File: src/rtl/hilo_sched.sv
// Issue queue, latency timer and write-back sequencer for the shared mult/div unit
// that owns HI/LO; also drives the LO tracker pulses and the mfhi/mflo stall.
module hilo_sched #(
  parameter int DEPTH   = 4,
  parameter int MUL_LAT = 3,
  parameter int DIV_LAT = 32,
  parameter int CNT_W   = 6
) (
  input  logic                     clk,
  input  logic                     rst_n,
  input  logic                     issue_vld,
  input  logic                     issue_is_div,
  output logic                     issue_rdy,
  input  logic                     mf_req,
  output logic                     mf_stall,
  output logic                     unit_start,
  output logic                     unit_is_div,
  output logic                     hilo_we,
  output logic                     wreg,
  output logic                     wreg_wb,
  output logic                     busy,
  output logic [$clog2(DEPTH):0]   outstanding
);

  // state | meaning
  // IDLE  | unit free; launch queue head if any
  // EXEC  | unit running, cnt counts down remaining cycles
  // WB    | result written to HI/LO this cycle, then back to IDLE

  localparam int PW = $clog2(DEPTH);
  localparam int OW = PW + 1;

  localparam logic [CNT_W-1:0] MUL_LOAD = CNT_W'(MUL_LAT - 1);
  localparam logic [CNT_W-1:0] DIV_LOAD = CNT_W'(DIV_LAT - 1);
  localparam logic [CNT_W-1:0] CNT_ONE  = CNT_W'(1);
  localparam logic [PW-1:0]    PTR_ONE  = PW'(1);
  localparam logic [OW-1:0]    OCC_ONE  = OW'(1);
  localparam logic [OW-1:0]    OCC_MAX  = OW'(DEPTH);

  typedef enum logic [1:0] {
    IDLE = 2'd0,
    EXEC = 2'd1,
    WB   = 2'd2
  } state_t;

  state_t           state, state_nxt;
  logic [CNT_W-1:0] cnt, cnt_nxt;
  logic [DEPTH-1:0] q_mem;
  logic [PW-1:0]    wr_ptr, rd_ptr;
  logic [OW-1:0]    q_cnt;
  logic             accept;
  logic             head_div;

  // Ready looks only at registered occupancy, so a same-cycle retire cannot raise it.
  assign issue_rdy = (outstanding < OCC_MAX);
  assign accept    = issue_vld & issue_rdy;
  assign wreg      = accept;
  assign wreg_wb   = hilo_we;
  assign mf_stall  = mf_req & (outstanding != '0);
  assign busy      = (state != IDLE) | (q_cnt != '0);
  assign head_div  = q_mem[rd_ptr];

  always_comb begin
    state_nxt   = state;
    cnt_nxt     = cnt;
    unit_start  = 1'b0;
    unit_is_div = 1'b0;
    hilo_we     = 1'b0;
    case (state)
      IDLE: begin
        if (q_cnt != '0) begin
          unit_start  = 1'b1;
          unit_is_div = head_div;
          cnt_nxt     = head_div ? DIV_LOAD : MUL_LOAD;
          state_nxt   = EXEC;
        end
      end
      EXEC: begin
        if (cnt == '0) state_nxt = WB;
        else           cnt_nxt   = cnt - CNT_ONE;
      end
      WB: begin
        hilo_we   = 1'b1;
        state_nxt = IDLE;
      end
      default: state_nxt = IDLE;
    endcase
  end

  always_ff @(posedge clk or negedge rst_n) begin
    if (!rst_n) begin
      state <= IDLE;
      cnt   <= '0;
    end else begin
      state <= state_nxt;
      cnt   <= cnt_nxt;
    end
  end

  // Queue: pushes land at the end of the accept cycle, so a new op is never
  // visible to IDLE until the following cycle.
  always_ff @(posedge clk or negedge rst_n) begin
    if (!rst_n) begin
      q_mem  <= '0;
      wr_ptr <= '0;
      rd_ptr <= '0;
      q_cnt  <= '0;
    end else begin
      if (accept) begin
        q_mem[wr_ptr] <= issue_is_div;
        wr_ptr        <= wr_ptr + PTR_ONE;
      end
      if (unit_start) rd_ptr <= rd_ptr + PTR_ONE;
      case ({accept, unit_start})
        2'b10:   q_cnt <= q_cnt + OCC_ONE;
        2'b01:   q_cnt <= q_cnt - OCC_ONE;
        default: q_cnt <= q_cnt;
      endcase
    end
  end

  always_ff @(posedge clk or negedge rst_n) begin
    if (!rst_n) begin
      outstanding <= '0;
    end else begin
      case ({accept, hilo_we})
        2'b10:   outstanding <= outstanding + OCC_ONE;
        2'b01:   outstanding <= outstanding - OCC_ONE;
        default: outstanding <= outstanding;
      endcase
    end
  end

endmodule

File: config.mk
export PLATFORM = sky130hd
export DESIGN_NAME = hilo_sched
export DESIGN_NICKNAME = d
export VERILOG_FILES = /design/src/rtl/hilo_sched.sv
export SDC_FILE = /design/constraint.sdc
export NUM_CORES = 1
export LEC_CHECK = 0
export BUFFER_PORTS_ARGS = -buffer_cell sky130_fd_sc_hd__buf_2
export CAP_MARGIN = 20
export CORE_UTILIZATION = 56
export DETAILED_ROUTE_END_ITERATION = 7
export PLACE_DENSITY = 0.75
export SLEW_MARGIN = 5
export SYNTH_ARGS = -nofsm -noshare
export SYNTH_HDL_FRONTEND = slang
export SYNTH_SLANG_ARGS = --single-unit
File: constraint.sdc
create_clock -name clk -period 2.1 [get_ports clk]
set_input_delay 0.21 -clock clk [delete_from_list [all_inputs] [get_ports clk]]
set_output_delay 0.21 -clock clk [all_outputs]
set_load 0.03 [all_outputs]
Word-level counts from Yosys, hierarchy flattened
Cells that the tools add are included.
{ "totals": {"mem_count": 0, "elab_cells": 60, "romBits": 0, "latch_bits": 0, "output_inout_bits": 11, "mem_bits_rw": 0, "input_bits": 5, "register_bits": 22} }
{ "op_classes": {"n_shift": 0, "n_bitwise": 3, "div": 0, "muxes": 19, "addsub": 7, "eq_ne": 9, "reduce_logical": 11, "mul": 0, "n_lt_le_gt_ge": 4} }
{ "ops": {"columns": ["operator", "count"], "rows": [
  ["6-bit 2-to-1 mux", 2],
  ["3-bit one-hot mux with 2 select lines", 2],
  ["6-bit one-hot mux with 2 select lines", 1],
  ["2-bit nonzero test", 4],
  ["1-bit 2-to-1 mux", 7],
  ["3-bit by 1-bit adder with 3-bit output, second input constant", 2],
  ["2-bit by 1-bit == test with 1-bit output, second input constant", 3],
  ["2-bit == test, second input constant", 3],
  ["6-bit logical NOT", 1],
  ["2-bit by 3-bit less-than comparator with 1-bit output, second input constant", 2],
  ["2-bit != test, second input constant", 3],
  ["3-bit nonzero test", 2],
  ["3-bit by 1-bit subtractor with 3-bit output, second input constant", 2],
  ["6-bit by 1-bit subtractor with 6-bit output, second input constant", 1],
  ["5-bit 2-to-1 mux", 1],
  ["2-bit by 1-bit adder with 2-bit output, second input constant", 2],
  ["4-bit bitwise mux", 1],
  ["2-bit 2-to-1 mux", 2],
  ["2-bit one-hot mux with 2 select lines", 1],
  ["3-bit less-than comparator, second input constant", 1],
  ["3-bit AND reduction", 1],
  ["1-bit bitwise AND", 2],
  ["1-bit binary-select mux with 2-bit select", 1],
  ["1-bit demux with 2-bit select", 1],
  ["other kinds (5)", 5]
]} }

Longest topological paths before layout
Gate-level depths: netlist (run 1).
{ "depth": {"word_depth": 5, "mapped_depth": 9, "depth_no_buf": 9} }

Worst setup path before layout (run 1)
OpenSTA, ideal clock, no wires.
{ "synth_path": {"kind": "register -> register", "startpoint": "reg state[1]", "endpoint": "reg outstanding[2]", "t_arrival_ns": 1.995, "path_buffers": 0, "setup_slack_ns": -0.027, "path_stages_with_launch": 8, "period_less_slack_ns": 2.127, "path_cell_list": "dfrtp_1 -> nor2b_1 -> ha_1 -> inv_1 -> fa_1 -> xor2_1 -> nor2_1 -> xnor2_1"} }
{ "synth_between": {"elab_chain_cells": 4, "word_cells_on_any_way": 6, "cone_classes": "eq/ne: 3; mux: 2; reduce/logical: 1"} }
{ "synth_lines": {"columns": ["element", "line", "text"], "rows": [
  ["from (decl)", "46", "state_t state, state_nxt;"],
  ["from (signal assigned)", "95", "state <= state_nxt;"],
  ["2-bit == test *", "69", "case (state)"],
  ["1-bit 2-to-1 mux *", "69", null],
  ["named net hilo_we", "18", "output logic hilo_we,"],
  ["2-bit by 1-bit == test with 1-bit output or 2-bit == test (tied branches)", "126", "case ({accept, hilo_we})"],
  ["3-bit one-hot mux with 2 select lines or 2-bit nonzero test (tied branches)", null, null],
  ["to (signal assigned)", "127", "2'b10: outstanding <= outstanding + OCC_ONE;"],
  ["to (signal assigned)", "128", "2'b01: outstanding <= outstanding - OCC_ONE;"],
  ["to (signal assigned)", "129", "default: outstanding <= outstanding;"],
  ["to (decl)", "22", "output logic [$clog2(DEPTH):0] outstanding"]
]} }
Mark *: on every way through the listed nets, which the timed path passes. The rest lies on a longest branch.
A chain may end at the register's enable or synchronous reset.

Final worst setup path (run 1)
{ "layout_path": {"startpoint": "reg q_cnt[0]", "endpoint": "reg q_cnt[2]"} }
{ "layout_between": {"elab_chain_cells": 5, "word_cells_on_any_way": 9, "cone_classes": "add/sub: 2; eq/ne: 2; mux: 3; reduce/logical: 2"} }
{ "layout_lines": {"columns": ["element", "line", "text"], "rows": [
  ["from (decl)", "50", "logic [OW-1:0] q_cnt;"],
  ["from (signal assigned)", "115", "2'b10: q_cnt <= q_cnt + OCC_ONE;"],
  ["from (signal assigned)", "116", "2'b01: q_cnt <= q_cnt - OCC_ONE;"],
  ["from (signal assigned)", "117", "default: q_cnt <= q_cnt;"],
  ["3-bit nonzero test", "71", "if (q_cnt != '0) begin"],
  ["1-bit 2-to-1 mux", "71", null],
  ["1-bit 2-to-1 mux", "69", null],
  ["2-bit by 1-bit == test with 1-bit output or 2-bit == test (tied branches)", "114", "case ({accept, unit_start})"],
  ["3-bit one-hot mux with 2 select lines or 2-bit nonzero test (tied branches)", null, null]
]} }
Parallel ways exist; a longest one is shown, timed or not.

==> results of run 1 <==
==> per-stage QoR <==
step | total power, mW | instances | hold slack [ns] | area, µm² | util, %
final | 2.28 | 159 | 0.167 | 1410 | 69.6
after global routing | 2.47 | 159 | 0.168 | 1410 | 69.6
after CTS | 2.29 | 159 | 0.168 | 1410 | 69.5
after detailed placement | 2.04 | 154 | 0.204 | 1360 | 67.2
after global placement | 2.00 | 154 | 0.198 | 1360 | 67.2
after floorplan | 1.77 | 112 | -0.0856 | 1250 | -
==> logic make-up after synthesis <==
family | count (synthesis) | share of synthesized area (%)
and+or+nand+nor | 33 | 17.0
xor gates and xnor gates | 10 | 7.04
AOI/OAI and AO/OA | 11 | 6.93
buffers and inverters | 19 | 6.53
muxes | 7 | 7.03
DFF | 22 | 44.2
adders and majority gates | 10 | 11.3
==> sequential cells by signal, summed over array words and instances (netlist names) <==
register     cells
q_mem            4
rd_ptr           2
q_cnt            3
outstanding      3
state            2
cnt              6
wr_ptr           2
==> final timing paths <==
path	from	end	slack, ns	depth (start not counted)
setup reg to reg	q_cnt[0]	q_cnt[2]	0.15	9
min in group asynchronous	rst_n	state[1]	0.37	2
hold reg to reg	q_mem[2]	q_mem[2]	0.52	1
max in group asynchronous	rst_n	q_mem[0]	1.40	2
hold / removal	issue_is_div	q_mem[2]	0.17	2
setup / recovery	q_cnt[0]	q_cnt[2]	0.15	9
==> timing repair <==
action	in CTS	in global routing
resized for setup	0	1
endpoints found under the hold margin	22	0
hold buffers	1	0
setup buffers	0	0
setup endpoints to repair	0	1
==> layout by cell type (no fill, tap or decap), types with 2 or more instances in the layout <==
| master | synthesis | final |
|---|---|---|
| fa_1 | 2 | 2 |
| nand3_1 | 3 | 3 |
| clkbuf_4 | 0 | 3 |
| xor2_1 | 3 | 3 |
| a31oi_1 | 2 | 2 |
| inv_1 | 15 | 15 |
| buf_4 | 1 | 2 |
| nor2_1 | 8 | 7 |
| mux2_2 | 4 | 4 |
| mux2i_1 | 2 | 2 |
| nor2b_1 | 3 | 2 |
| xnor2_1 | 7 | 7 |
| dfrtp_1 | 22 | 22 |
| buf_2 | 1 | 15 |
| nand2_1 | 9 | 9 |
| ha_1 | 8 | 8 |
| o21ai_0 | 2 | 2 |
==> critical path, stage by stage, from the launching register on <==
cell	delay, ns
dfrtp_1	0.45
nor3_4	0.07
nand2b_2	0.23
inv_6	0.10
ha_1	0.18
inv_1	0.06
fa_1	0.37
xor2_1	0.17
nor2_1	0.11
xor2_1	0.15
==> layout make-up <==
type	instances	area (µm²)
Inverter	17	68.8
Fill cell	156	614
Clock buffer	4	36.3
Timing Repair Buffer	18	100
Tap cell	27	33.8
Multi-Input combinational cell	71	618
Sequential cell	22	551
==> routing by layer <==
layer	vias to the layer above	wire, µm	GRT usage (%)	share of wire, %
met2	17	1060	37.0	49
met3	7	50	3.74	2.3
met4	0	47	8.82	2.2
met1	399	1010	28.1	47
li1	410	-	-	-
met5	-	0	0	0
==> power groups by stage <==
stage	sequential [mW]	clock (mW)	combinational [mW]
floorplan	0.884	0	0.882
global placement	0.857	0	1.14
detailed placement	0.867	0	1.17
CTS	0.859	0.245	1.19
global route	0.897	0.259	1.31
finish	0.860	0.242	1.17
==> flow_metrics.env, run 1 <==
export IMPL_status="complete, no violations"
export IMPL_internal_power_mw=1.28
export IMPL_drt_iter0_drc=15
export IMPL_finalClockSkew_ns=0.00143
export IMPL_vias_per_cell=5.24
export IMPL_power_frac_clock_pct=10.6
export IMPL_hold_viol=0
export IMPL_synth_area_leaders="dfrtp_1, ha_1, xnor2_1"
export IMPL_p_seq_share_pct=37.8
export IMPL_drtAntennaViolNets=0
export IMPL_clock_fmax_ghz=0.514
export IMPL_yosysSeqAreaShare_pct=44.2
export IMPL_numCtsBuffers=3
export IMPL_cts_tree="built"
export IMPL_drc=0
export IMPL_arrival_ns=2.20
export IMPL_root_buffer="clkbuf_4"
export IMPL_p_sw_mw=0.998
export IMPL_totalWireLength_um=2160
export IMPL_setup_viol=0
export IMPL_grt_pass1_wl_um=3970
export IMPL_crit_fanout=6
export IMPL_vias=833
export IMPL_synth_area_um2=1240
export IMPL_maxCapViolations=0
export IMPL_crit_required_ns=2.35
export IMPL_synth_edf_count=0
export IMPL_dp_slack_ns=0.152
export IMPL_fin_setup_tns_ns=0
export IMPL_period_share_pct=92.7
export IMPL_netlist_cell_type_count=36
export IMPL_grt_max_degree=23
export IMPL_peakVddDrop_mv=0.982
export IMPL_p_per_area_nw_per_um2=1620
export IMPL_ios=16
export IMPL_dieHeight_um=49.2
export IMPL_dieWidth_um=49.2
export IMPL_slew_headroom_pct=67.1
export IMPL_clk_path_buf_depth=2
export IMPL_ys_top_cells_by_count="dfrtp_1, inv_1, nand2_1, ha_1, nor2_1"
export IMPL_netlist_instances=112
export IMPL_synth_largest_area_cell="dfrtp_1"
export IMPL_grt_overflow_total=0
export IMPL_ys_warn_count=0
export IMPL_antenna_found_initial=0
export IMPL_synthToLayoutAreaGrowth_pct=13.1
export IMPL_grt_pass1_vias=848
export IMPL_hp_class="in -> reg"
export IMPL_drive_gt1_share_pct=28.8
export IMPL_h_tree_depth=1
export IMPL_diodes=0
export IMPL_dpl_hpwl_um=1590
export IMPL_row_count=16
export IMPL_worst_slew_pin_slew_ns=0.493
export IMPL_worstSetupPathType="reg -> reg"
export IMPL_min_period_ns=1.95
export IMPL_synth_top_cell_area_share_pct=44.2
export IMPL_fin_nets=148
export IMPL_dieArea_um2=2420
export IMPL_grt_setup_unrepaired="no"
export IMPL_clk_insertion_delay_late_ns=0.31
export IMPL_cts_sinks=22
export IMPL_p_leak_nw=0.681
export IMPL_grt_usage_pct=22.0
export IMPL_io_buffers=15
export IMPL_syn_nets=127
export IMPL_startpoint_type="flip-flop"
export IMPL_start_util_pct=61.6
export IMPL_power_switching_share_pct=43.9
export IMPL_setup_slack_ns=0.153
export IMPL_synth_area_per_cell_um2=11.1
export IMPL_crit_path_end_kind="flip-flop"
export IMPL_pwr_share_comb_pct=51.6
export IMPL_async_flop_share_pct=100
export IMPL_core_area_um2=2020
export IMPL_ys_seq_elements=22
export IMPL_drt_wirelength_per_cell_um=13.6
export IMPL_synth_ff_type="dfrtp_1"
export IMPL_drtPass1Iterations=4
export IMPL_yosysMostFrequentCell="dfrtp_1"
export IMPL_clkTransAtPathRegs_ns=0.13
export IMPL_final_max_slew_viol_count=0
export IMPL_gp_congestion=0.782
(Power assumes the default switching activity.)
==> inputs of run 2 (changes only) <==
--- a/config.mk
+++ b/config.mk
@@ -7,9 +7,9 @@
 export LEC_CHECK = 0
 export BUFFER_PORTS_ARGS = -buffer_cell sky130_fd_sc_hd__buf_2
 export CAP_MARGIN = 20
-export CORE_UTILIZATION = 56
+export CORE_UTILIZATION = 25
 export DETAILED_ROUTE_END_ITERATION = 7
-export PLACE_DENSITY = 0.75
+export PLACE_DENSITY = 0.38
 export SLEW_MARGIN = 5
 export SYNTH_ARGS = -nofsm -noshare
 export SYNTH_HDL_FRONTEND = slang
==> run 2 against run 1 <==
Net effect: combinational power hardly changed; largest power group unchanged; via count down 3.7%; utilization fell by 38 points; count of clock-buffer cells in the layout shrank 1; clock skew is 0.0063 ns higher; critical path type unchanged; critical endpoint unchanged.
==> flow_metrics.env, run 2 (synthesized netlist as in run 1, its figures left out) <==
export IMPL_row_count=25
export IMPL_grt_pass1_wl_um=4040
export IMPL_hp_class="in -> reg"
export IMPL_grt_setup_unrepaired="no"
export IMPL_worstSetupPathType="reg -> reg"
export IMPL_setup_viol=0
export IMPL_drtAntennaViolNets=0
export IMPL_dieHeight_um=72.6
export IMPL_crit_fanout=6
export IMPL_start_util_pct=26.2
export IMPL_hp_start="issue_is_div"
export IMPL_cpPeakStageDelay_ns=0.45
export IMPL_antenna_found_initial=0
export IMPL_cp_cell_sequence="nor2_2 -> nand2b_2 -> inv_6 -> ha_1 -> inv_1 -> fa_1 -> xor2_1 -> nor2_1 -> xor2_1"
export IMPL_p_per_area_nw_per_um2=1630
export IMPL_fin_setup_tns_ns=0
export IMPL_final_max_slew_viol_count=0
export IMPL_vias=802
export IMPL_final_util_pct=31.4
export IMPL_p_leak_nw=0.696
export IMPL_rrSetupSlack_ns=0.12
export IMPL_final_cell_mix="dfrtp_1, inv_1, buf_2"
export IMPL_dieArea_um2=5270
export IMPL_power_mw=2.44
export IMPL_cts_sinks=22
export IMPL_worstHoldPathCells=2
export IMPL_clk_path_buf_depth=2
export IMPL_period_share_pct=94.3
export IMPL_clkTransAtPathRegs_ns=0.09
export IMPL_synthToLayoutAreaGrowth_pct=19.9
export IMPL_largest_reg_flops=6
export IMPL_top_register="cnt"
export IMPL_h_tree_depth=1
export IMPL_drc=0
export IMPL_reg_top3="cnt: 6 flops, q_mem: 4 flops"
export IMPL_drt_iter0_drc=56
export IMPL_finalClockSkew_ns=0.00768
export IMPL_maxCapViolations=0
export IMPL_clk_insertion_delay_late_ns=0.27
export IMPL_dpl_hpwl_um=1770
export IMPL_crit_required_ns=2.29
export IMPL_r2r_start="state[0]"
export IMPL_numCtsBuffers=3
export IMPL_post_cts_buffers=0
export IMPL_status="complete, no violations"
export IMPL_cts_tree="built"
export IMPL_diodes=0
export IMPL_drt_wirelength_per_cell_um=11.7
export IMPL_final_common_cell="dfrtp_1"
export IMPL_root_buffer="clkbuf_8"
export IMPL_worst_slew_pin_slew_ns=0.530
export IMPL_fin_nets=148
export IMPL_cp_slowest_cell="dfrtp_1"
export IMPL_worstReg2RegEnd="q_cnt[2]"
export IMPL_grt_overflow_total=0
export IMPL_min_period_ns=1.98
export IMPL_ios=16
export IMPL_slew_headroom_pct=64.7
export IMPL_crit_path_end_kind="flip-flop"
export IMPL_gp_congestion=0.744
export IMPL_vias_per_cell=4.03
export IMPL_critPathTopFamily="adder cells"
export IMPL_min_to="q_mem[2]"
export IMPL_grt_usage_pct=10.4
export IMPL_totalWireLength_um=2330
export IMPL_drtPass1Iterations=4
export IMPL_drive_gt1_share_pct=28.8
export IMPL_crit_cells=9
export IMPL_arrival_ns=2.18
export IMPL_io_buffers=15
export IMPL_grt_max_degree=23
export IMPL_crit_top_cell="xor2_1"
export IMPL_clock_fmax_ghz=0.505
export IMPL_n_fill_cell=523
export IMPL_hold_viol=0
export IMPL_r2r_cells=9
export IMPL_grt_pass1_vias=819
export IMPL_dieWidth_um=72.6
export IMPL_startpoint_type="flip-flop"
export IMPL_core_area_um2=4750
export IMPL_peakVddDrop_mv=0.832
export IMPL_worst_path_buf_inv=2
## run 2: cell type report
cell class,count,area (µm²),share of cell area (%)
clock buffer,3,41.3,2.77
inverter,17,68.8,4.61
multi-input combinational,71,618,41.4
clock inverter,1,30.0,2.01
sequential,22,551,36.9
tap,67,83.8,5.62
timing repair buffer,18,100,6.71
## run 2: how the worst max path moves through the flow
stage	end	from
floorplan	q_cnt[2]	outstanding[2]
global route	q_cnt[2]	state[0]
finish	q_cnt[2]	state[0]
detailed placement	q_cnt[2]	state[0]
global placement	q_cnt[2]	state[0]
CTS	q_cnt[2]	state[0]
## run 2: metrics by stage
| step | area [µm²] | cells | setup slack [ns] | hold slack (ns) |
|---|---|---|---|---|
| 2_1_floorplan | 1250 | 112 | 0.138 | -0.0856 |
| 3_3_place_gp | 1410 | 194 | 0.204 | 0.218 |
| 3_5_place_dp | 1410 | 194 | 0.0895 | 0.224 |
| 4_1_cts | 1490 | 199 | 0.0508 | 0.206 |
| 5_1_grt | 1490 | 199 | 0.00730 | 0.198 |
| 6_report | 1490 | 199 | 0.119 | 0.209 |
## run 2: what timing repair did
| item | in CTS | in global routing |
|---|---|---|
| hold endpoints to repair | 22 | 0 |
| endpoints found under the setup margin | 0 | 1 |
| resized for setup | 0 | 1 |
| hold buffers | 1 | 0 |
## run 2: power by group
part,internal (mW),switching [mW],total [mW]
registers,0.644,0.218,0.862
clock network,0.255,0.154,0.409
logic,0.529,0.638,1.17
## run 2: routing by layer
layer | vias up | track usage, % | wire length, µm
met5 | - | 0 | 0
met3 | 4 | 3.06 | 121
met2 | 21 | 14.8 | 986
met4 | 0 | 3.92 | 34
met1 | 372 | 14.6 | 1180
li1 | 405 | - | -
==> inputs of run 3 (changes only) <==
--- a/config.mk
+++ b/config.mk
@@ -7,6 +7,7 @@
 export LEC_CHECK = 0
 export BUFFER_PORTS_ARGS = -buffer_cell sky130_fd_sc_hd__buf_2
 export CAP_MARGIN = 20
+export CORE_MARGIN = 2
 export CORE_UTILIZATION = 25
 export DETAILED_ROUTE_END_ITERATION = 7
 export PLACE_DENSITY = 0.38
==> constraint.sdc (replaced) <==
create_clock -name clk -period 2.11 [get_ports clk]
set_input_delay 0.211 -clock clk [delete_from_list [all_inputs] [get_ports clk]]
set_output_delay 0.211 -clock clk [all_outputs]
set_load 0.03 [all_outputs]
==> run 3 against run 2 <==
Net effect: sequential cell count unchanged; register-to-register slack improved by 0.05 ns; critical path depth unchanged; critical path type unchanged; largest cell class unchanged.
==> flow_metrics.env, run 3 (synthesized netlist as in run 1, its figures left out) <==
export IMPL_core_area_um2=4750
export IMPL_p_per_area_nw_per_um2=1590
export IMPL_diodes=0
export IMPL_hold_ws_ns=0.217
export IMPL_worst_slew_pin_slew_ns=0.540
export IMPL_setup_viol=0
export IMPL_numCtsBuffers=3
export IMPL_totalWireLength_um=2370
export IMPL_vias_per_cell=4.15
export IMPL_largest_reg_flops=6
export IMPL_setup_slack_ns=0.167
export IMPL_clock_fmax_ghz=0.515
export IMPL_final_util_pct=30.9
export IMPL_ios=16
export IMPL_row_count=25
export IMPL_final_max_slew_viol_count=0
export IMPL_power_switching_share_pct=42.8
export IMPL_rrSetupSlack_ns=0.17
export IMPL_drtAntennaViolNets=0
export IMPL_period_share_pct=92.1
export IMPL_dp_slack_ns=0.131
export IMPL_r2r_cells=9
export IMPL_fin_nets=147
export IMPL_p_sw_mw=1.00
export IMPL_synthToLayoutAreaGrowth_pct=18.2
export IMPL_grt_overflow_total=0
export IMPL_drt_wirelength_per_cell_um=12.0
export IMPL_vias=822
export IMPL_crit_path_end_kind="flip-flop"
export IMPL_final_cell_mix="dfrtp_1, inv_1, buf_2"
export IMPL_dieArea_um2=5560
export IMPL_worstSetupPathType="reg -> reg"
export IMPL_status="complete, no violations"
export IMPL_cts_sinks=22
export IMPL_clkTransAtPathRegs_ns=0.08
export IMPL_grt_setup_unrepaired="no"
export IMPL_design_area_um2=1470
export IMPL_final_common_cell="dfrtp_1"
export IMPL_startpoint_type="flip-flop"
export IMPL_peakVddDrop_mv=0.522
export IMPL_drc=0
export IMPL_min_period_ns=1.94
export IMPL_maxCapViolations=0
export IMPL_p_leak_nw=0.681
export IMPL_crit_fanout=6
export IMPL_drtPass1Iterations=4
export IMPL_r2r_start="q_cnt[2]"
export IMPL_final_cell_count_no_fill=198
export IMPL_power_frac_clock_pct=13.3
export IMPL_grt_max_degree=23
export IMPL_finalClockSkew_ns=0.00338
export IMPL_dpl_hpwl_um=1790
export IMPL_cts_tree="built"
export IMPL_grt_pass1_vias=876
export IMPL_grt_pass1_wl_um=4100
export IMPL_slew_headroom_pct=64.0
export IMPL_worstReg2RegEnd="q_cnt[2]"
export IMPL_dieWidth_um=74.6
export IMPL_dieHeight_um=74.6
export IMPL_io_buffers=15
export IMPL_clk_path_buf_depth=2
export IMPL_arrival_ns=2.13
export IMPL_internal_power_mw=1.34
export IMPL_place_inst=193
export IMPL_h_tree_depth=1
export IMPL_antenna_found_initial=0
export IMPL_hp_start="issue_is_div"
export IMPL_root_buffer="clkbuf_8"
export IMPL_hold_viol=0
export IMPL_hp_class="in -> reg"
export IMPL_crit_required_ns=2.30
export IMPL_drive_gt1_share_pct=29.8
export IMPL_worstHoldPathCells=2
export IMPL_fin_setup_tns_ns=0
export IMPL_min_to="q_mem[3]"
export IMPL_p_seq_share_pct=37.0
export IMPL_gp_congestion=0.741
export IMPL_placed_area_um2=1400
export IMPL_clk_insertion_delay_late_ns=0.26
export IMPL_reg_top3="cnt: 6 flops, q_mem: 4 flops"
export IMPL_drt_iter0_drc=12
export IMPL_pwr_share_comb_pct=49.7
export IMPL_top_register="cnt"
export IMPL_start_util_pct=26.2
export IMPL_grt_usage_pct=9.79
export IMPL_power_mw=2.34
==> run 3: changes by cell type in the layout (fill, tap and decap cells not counted), sizes merged <==
cell	before	now
buf	17	16
bufinv	1	0
clkbuf	3	4
==> run 3: worst max-delay path by stage <==
| stage | end | cells after the start | slack, ns | startpoint |
|---|---|---|---|---|
| after floorplan | q_cnt[2] | 9 | 0.15 | outstanding[2] |
| after global placement | q_cnt[2] | 9 | 0.20 | state[1] |
| after detailed placement | q_cnt[2] | 9 | 0.13 | state[1] |
| after CTS | q_cnt[2] | 9 | 0.09 | state[1] |
| after global routing | q_cnt[2] | 9 | 0.02 | state[0] |
| final | q_cnt[2] | 9 | 0.17 | q_cnt[2] |
==> run 3: per-layer routing <==
metal  track usage, %  routed length (µm)
met3             2.98                  75
met2             16.1                1110
met4             2.78                  27
met5                0                   0
met1             12.5                1160
==> run 3: final cells by class <==
class                           instances  area (µm²)
Tap cell                               67        83.8
Multi-Input combinational cell         71         618
Clock buffer                            4        55.1
Sequential cell                        22         553
Timing Repair Buffer                   17        92.6
Fill cell                             517        3280
Inverter                               17        68.8
==> run 3: power groups by stage <==
stage | clock network [mW] | registers [mW] | logic, mW
after floorplan | 0 | 0.880 | 0.878
after global placement | 0 | 0.867 | 1.17
after detailed placement | 0 | 0.871 | 1.17
after CTS | 0.323 | 0.865 | 1.18
after global routing | 0.342 | 0.903 | 1.30
final | 0.310 | 0.865 | 1.16
==> run 3: what timing repair did <==
| action | in CTS | in global routing |
|---|---|---|
| resized for setup | 0 | 3 |
| hold endpoints to repair | 22 | 0 |
| endpoints found under the setup margin | 0 | 1 |
| buffers inserted | 0 | 0 |
| hold buffers | 1 | 0 |
==> run 3: critical path: stages, from the launching register on <==
cell and delay [ns]:
dfrtp_1 0.42, nor3_4 0.08, nand2b_2 0.23, inv_6 0.10, ha_1 0.18, inv_1 0.06, fa_1 0.37, xor2_1 0.17
nor2_1 0.11, xor2_1 0.15
